$ cat src/rtl/pump_pkg.sv
// rtl/pump_pkg.sv - shared encodings for the pump controller
package pump_pkg;

    typedef enum logic [1:0] {
        ST_IDLE    = 2'b00,
        ST_FILLING = 2'b01,
        ST_HOLDOFF = 2'b10,
        ST_FAULT   = 2'b11
    } state_t;

    localparam logic [1:0] LVL_UNKNOWN = 2'b00;
    localparam logic [1:0] LVL_EMPTY   = 2'b01;
    localparam logic [1:0] LVL_HALF    = 2'b10;
    localparam logic [1:0] LVL_FULL    = 2'b11;

    localparam logic [1:0] FC_NONE    = 2'b00;
    localparam logic [1:0] FC_DRY_RUN = 2'b01;
    localparam logic [1:0] FC_SENSOR  = 2'b10;

    // One-hot {full,half,empty} maps to a level code; anything else,
    // including X/Z bits (case matches exactly), maps to LVL_UNKNOWN.
    function automatic logic [1:0] decode_level(input logic [2:0] flags);
        case (flags)
            3'b001:  return LVL_EMPTY;
            3'b010:  return LVL_HALF;
            3'b100:  return LVL_FULL;
            default: return LVL_UNKNOWN;
        endcase
    endfunction

endpackage

$ cat src/rtl/pump_controller_level_debounce.sv
// rtl/pump_controller_level_debounce.sv - level flag validation and debounce
// Ports:
//   clk, rst            : clock, synchronous active-high reset
//   full, half, empty   : raw level flags
//   level_q             : debounced level code (holds on invalid input)
//   sensor_fault        : DEBOUNCE_CYCLES consecutive invalid samples seen
module level_debounce
    import pump_pkg::*;
#(
    parameter int DEBOUNCE_CYCLES = 4
) (
    input  logic       clk,
    input  logic       rst,
    input  logic       full,
    input  logic       half,
    input  logic       empty,
    output logic [1:0] level_q,
    output logic       sensor_fault
);

    localparam int CW = $clog2(DEBOUNCE_CYCLES + 1);
    localparam logic [CW-1:0] CNT_MAX = CW'(DEBOUNCE_CYCLES);

    logic [1:0]    sample;
    logic [1:0]    cand;
    logic [CW-1:0] cnt;
    logic [CW-1:0] cnt_d;
    logic          stable;

    // Invalid samples are tracked as their own class (LVL_UNKNOWN), so a run
    // of invalid patterns debounces exactly like a run of a valid level.
    always_comb begin
        sample = decode_level({full, half, empty});
        if (sample != cand) begin
            cnt_d = CW'(1);
        end else if (cnt == CNT_MAX) begin
            cnt_d = cnt;
        end else begin
            cnt_d = cnt + 1'b1;
        end
        stable = (cnt_d == CNT_MAX);
    end

    always_ff @(posedge clk) begin
        if (rst) begin
            cand         <= LVL_UNKNOWN;
            cnt          <= '0;
            level_q      <= LVL_UNKNOWN;
            sensor_fault <= 1'b0;
        end else begin
            cand         <= sample;
            cnt          <= cnt_d;
            if (stable && sample != LVL_UNKNOWN) begin
                level_q <= sample;
            end
            sensor_fault <= stable && (sample == LVL_UNKNOWN);
        end
    end

endmodule

$ cat src/rtl/pump_controller.sv
// rtl/pump_controller.sv - tank fill pump FSM with holdoff and fault timers
// Ports:
//   clk, rst            : clock, synchronous active-high reset
//   full, half, empty   : raw level flags
//   enable              : operator permission to run
//   fault_clr           : single-cycle fault acknowledge
//   pump_on             : registered pump drive
//   fault, fault_code   : latched fault and its cause
//   level_q             : debounced level code
//   state               : current FSM state
module pump_controller
    import pump_pkg::*;
#(
    parameter int DEBOUNCE_CYCLES = 4,
    parameter int MIN_OFF_CYCLES  = 16,
    parameter int MAX_FILL_CYCLES = 1024
) (
    input  logic       clk,
    input  logic       rst,
    input  logic       full,
    input  logic       half,
    input  logic       empty,
    input  logic       enable,
    input  logic       fault_clr,
    output logic       pump_on,
    output logic       fault,
    output logic [1:0] fault_code,
    output logic [1:0] level_q,
    output logic [1:0] state
);

    localparam int FW = $clog2(MAX_FILL_CYCLES + 1);
    localparam int HW = $clog2(MIN_OFF_CYCLES + 1);
    localparam logic [FW-1:0] FILL_LAST = FW'(MAX_FILL_CYCLES - 1);
    localparam logic [FW-1:0] FILL_MAX  = FW'(MAX_FILL_CYCLES);
    localparam logic [HW-1:0] HOLD_LAST = HW'(MIN_OFF_CYCLES - 1);
    localparam logic [HW-1:0] HOLD_MAX  = HW'(MIN_OFF_CYCLES);

    state_t        state_q;
    state_t        state_d;
    logic [1:0]    code_d;
    logic [FW-1:0] fill_cnt;
    logic [HW-1:0] hold_cnt;
    logic          sensor_fault;

    level_debounce #(
        .DEBOUNCE_CYCLES(DEBOUNCE_CYCLES)
    ) u_debounce (
        .clk         (clk),
        .rst         (rst),
        .full        (full),
        .half        (half),
        .empty       (empty),
        .level_q     (level_q),
        .sensor_fault(sensor_fault)
    );

    always_comb begin
        state_d = state_q;
        code_d  = fault_code;
        if (sensor_fault) begin
            // Sensor fault beats every other transition, including fault_clr.
            state_d = ST_FAULT;
            code_d  = FC_SENSOR;
        end else begin
            case (state_q)
                ST_IDLE: begin
                    if (enable && level_q == LVL_EMPTY) begin
                        state_d = ST_FILLING;
                    end
                end
                ST_FILLING: begin
                    // Half is deliberately ignored here: only full stops a fill.
                    if (level_q == LVL_FULL || !enable) begin
                        state_d = ST_HOLDOFF;
                    end else if (fill_cnt == FILL_LAST) begin
                        state_d = ST_FAULT;
                        code_d  = FC_DRY_RUN;
                    end
                end
                ST_HOLDOFF: begin
                    if (hold_cnt == HOLD_LAST) begin
                        state_d = ST_IDLE;
                    end
                end
                ST_FAULT: begin
                    if (fault_clr) begin
                        state_d = ST_HOLDOFF;
                        code_d  = FC_NONE;
                    end
                end
                default: state_d = ST_IDLE;
            endcase
        end
    end

    // Outputs are registered from the next state so pump_on and fault track
    // the state register on the same edge without a combinational path.
    always_ff @(posedge clk) begin
        if (rst) begin
            state_q    <= ST_IDLE;
            fill_cnt   <= '0;
            hold_cnt   <= '0;
            pump_on    <= 1'b0;
            fault      <= 1'b0;
            fault_code <= FC_NONE;
        end else begin
            state_q    <= state_d;
            pump_on    <= (state_d == ST_FILLING);
            fault      <= (state_d == ST_FAULT);
            fault_code <= code_d;

            if (state_d == ST_FILLING && state_q != ST_FILLING) begin
                fill_cnt <= '0;
            end else if (state_q == ST_FILLING && fill_cnt != FILL_MAX) begin
                fill_cnt <= fill_cnt + 1'b1;
            end

            if (state_d == ST_HOLDOFF && state_q != ST_HOLDOFF) begin
                hold_cnt <= '0;
            end else if (state_q == ST_HOLDOFF && hold_cnt != HOLD_MAX) begin
                hold_cnt <= hold_cnt + 1'b1;
            end
        end
    end

    assign state = state_q;

endmodule

$ cat config.mk
export PLATFORM = sky130hd
export DESIGN_NAME = pump_controller
export DESIGN_NICKNAME = d
export VERILOG_FILES = /design/src/rtl/pump_pkg.sv /design/src/rtl/pump_controller_level_debounce.sv /design/src/rtl/pump_controller.sv
export SDC_FILE = /design/constraint.sdc
export NUM_CORES = 1
export LEC_CHECK = 0
export CORE_MARGIN = 2
export CORE_UTILIZATION = 55
export CTS_CLUSTER_DIAMETER = 200
export CTS_CLUSTER_SIZE = 16
export DETAILED_ROUTE_END_ITERATION = 10
export DONT_BUFFER_PORTS = 1
export PLACE_DENSITY = 0.79
export SYNTH_ARGS = -nofsm -noshare
export SYNTH_HDL_FRONTEND = slang
export SYNTH_SLANG_ARGS = --single-unit
$ cat constraint.sdc
create_clock -name clk -period 2.3 [get_ports clk]
set_input_delay 0.46 -clock clk [delete_from_list [all_inputs] [get_ports clk]]
set_output_delay 0.46 -clock clk [all_outputs]
set_load 0.1 [all_outputs]
==> out/summary.txt <==
post-synthesis sequential area ratio -> 0.3819
post-synth top area share -> 0.3819
Final Cycle Share -> 0.9127
die width -> 57.48 um
largest net degree at the start of global routing -> 14
clock tree root buffer cell -> clkbuf_4
Slew headroom -> 0.6769
post-route cell area -> 1734 um2
Cell Area, Placed -> 1655 um2
dominant synthesized flop cell -> dfxtp_1
detailed placement HPWL -> 2341 um
cts-stage hold buffer count -> 0
setup violators final -> 0
pins over their slew limit -> 0
Worst Skew -> 0.009050 ns
Hold/Removal Path Class -> input port to register
TritonCTS Sinks -> 30
syn_area_per_cell -> 8.987 um2
clk_lat worst skew -> 0.32 ns
ranking of synthesized cells by area -> dfxtp_1 38%, ha_1 5.6%, nor2_1 5.3%
number of CTS-inserted buffers -> 5
PwrDens -> 573.4 nW/um2
Top delay family on crit path -> compound AO/OA/AOI/OAI gates
Boundary Pins -> 15
Layout area overhead -> 10.26%
Crit path buffers/inverters -> 1
DRT Wirelength -> 3084 um
remaining global-route overflow -> 0
Worst setup EP type -> register
worst path arrival time -> 2.33 ns
Fill cells -> 221
slowest cell on the critical path -> dfxtp_1
status -> completed
Bufs on Longest Clock Path -> 2
initial DRC count -> 44
r2r setup slk -> 0.20 ns
vias in the first global route -> 1263
CP Cell Sequence -> inv_1 -> ha_1 -> nor4b_1 -> a31oi_1 -> a21oi_1 -> nand3_1 -> a221oi_1
DR WL/cell -> 14.15 um
antenna cells -> 0
gate count of the mapped netlist -> 175
commonest non-fill, non-tap cell in the layout -> dfxtp_1
synthesized net count -> 189
Max Cap Viol -> 0
Async S/R FF share, synth -> 0
Core ar. -> 2734 um2
multi-input logic area -> 898.4 um2
DRT Pass-1 Iters -> 4
Reg area -> 601.8 um2
row count -> 19
endpoints failing hold -> 0
IO buf count -> 0
share of cells above drive strength 1 -> 0.1390
synthesized flop and latch total -> 30
DR vias -> 1281
most frequent cells in the layout -> 29 x dfxtp_1, 22 x nor2_1, 13 x inv_1
Post-CTS Setup Inserts -> 0
post-synth cell types -> 53
first-pass GRT wire length -> 5361 um
CP max stage delay -> 0.42 ns
clock slew at reported path FFs -> 0.10 ns
Setup crit start kind -> register
total negative slack -> 0 ns
critical-path maximum fanout -> 5
VDD IR max -> 0.4651 mV
total track usage -> 0.2087
Initial Utilization -> 0.5753
H-Tree Depth -> 2
nets -> 200
Antenna Violating Nets Remaining -> 0
Die ar. -> 3303 um2
Yosys warning total -> 0
Leak Pwr -> 0.6752 nW
CP required -> 2.53 ns
clock tree from TritonCTS -> built
unrepaired setup endpoints after global routing -> false
Post-synth EDFFs -> 0
Resized cells post-CTS -> 0
critical path type -> register to register
largest area contributor in the synthesized netlist -> dfxtp_1
DR vias/cell -> 5.876
initial antenna violation count -> 0
gpl congestion -> 0.8059
DIE HEIGHT -> 57.48 um
min Tclk post-route -> 2.099 ns
Mapped Area -> 1573 um2
Max Freq -> 476.4 MHz
# DRC -> 0
Tightest Pin Transition -> 0.4803 ns
==> metal layers <==
layer / track usage / routed length (um)
met1: 0.2295 / 1341
met2: 0.3669 / 1529
met3: 0.07937 / 173
met4: 0.06977 / 40
met5: 0 / 0
==> power breakdown <==
| group | internal (W) | switching (W) | leakage (nW) |
|---|---|---|---|
| Clock | 0.000209 | 0.000184 | 0.0446 |
| Combinational | 0.0000302 | 0.0000387 | 0.388 |
| Sequential | 0.000525 | 0.00000691 | 0.243 |
==> cell families (layout without fill, tap and decap cells) <==
group                      count (synthesis)  in the layout  share of synthesized area
muxes                                      1              1                   0.006365
adders and majority gates                  8              8                    0.06284
and+or+nand+nor                           75             75                     0.2745
xor gates and xnor gates                  14             14                    0.07796
DFF                                       30             30                     0.3819
AOI/OAI and AO/OA                         29             29                     0.1496
buffers and inverters                     18             30                    0.04694
==> worst paths after layout <==
path | startpoint | to | cells past startpoint
worst max-delay path | u_debounce.cnt[0] | u_debounce.level_q[0] | 7
worst min-delay path | rst | state[1] | 1
worst max register to register | u_debounce.cnt[0] | u_debounce.level_q[0] | 7
worst min register to register | u_debounce.cnt[1] | u_debounce.cnt[1] | 2
==> flip-flops by register name (all words and copies together), names as in the netlist <==
signal,cells
u_debounce.level_q,2
hold_cnt,5
u_debounce.cnt,3
state,2
fill_cnt,11
fault,1
u_debounce.cand,2
fault_code,2
pump_on,1
u_debounce.sensor_fault,1
==> stage by stage <==
stage | total power [W] | setup WS (ns) | hold slack, ns | utilization | instances
global route | 0.001032 | 0.04327 | 0.1634 | 0.6343 | 218
CTS | 0.0009969 | 0.2368 | 0.1848 | 0.6343 | 218
detailed placement | 0.0006126 | 0.2715 | 0.5028 | 0.6055 | 210
finish | 0.0009943 | 0.2008 | 0.1816 | 0.6343 | 218
global placement | 0.0006060 | 0.3927 | 0.4831 | 0.6055 | 210
floorplan | 0.0006074 | 0.09602 | 0.4537 | - | 175
==> final cells by class <==
cell class / instances / area share
Multi-Input combinational cell: 127 / 0.5180
Sequential cell: 30 / 0.3470
Clock buffer: 8 / 0.04545
Timing Repair Buffer: 9 / 0.03896
Inverter: 13 / 0.02814
Tap cell: 31 / 0.02237
==> synthesized netlist by cell type, drive strengths merged (4+ instances only) <==
master / instances
inv: 13
nor2: 22
dfxtp: 30
xor2: 7
a21oi: 7
nand3: 4
nor3: 7
nand2: 10
xnor2: 7
ha: 7
and3: 4
Power figures use the tool's default switching activity.
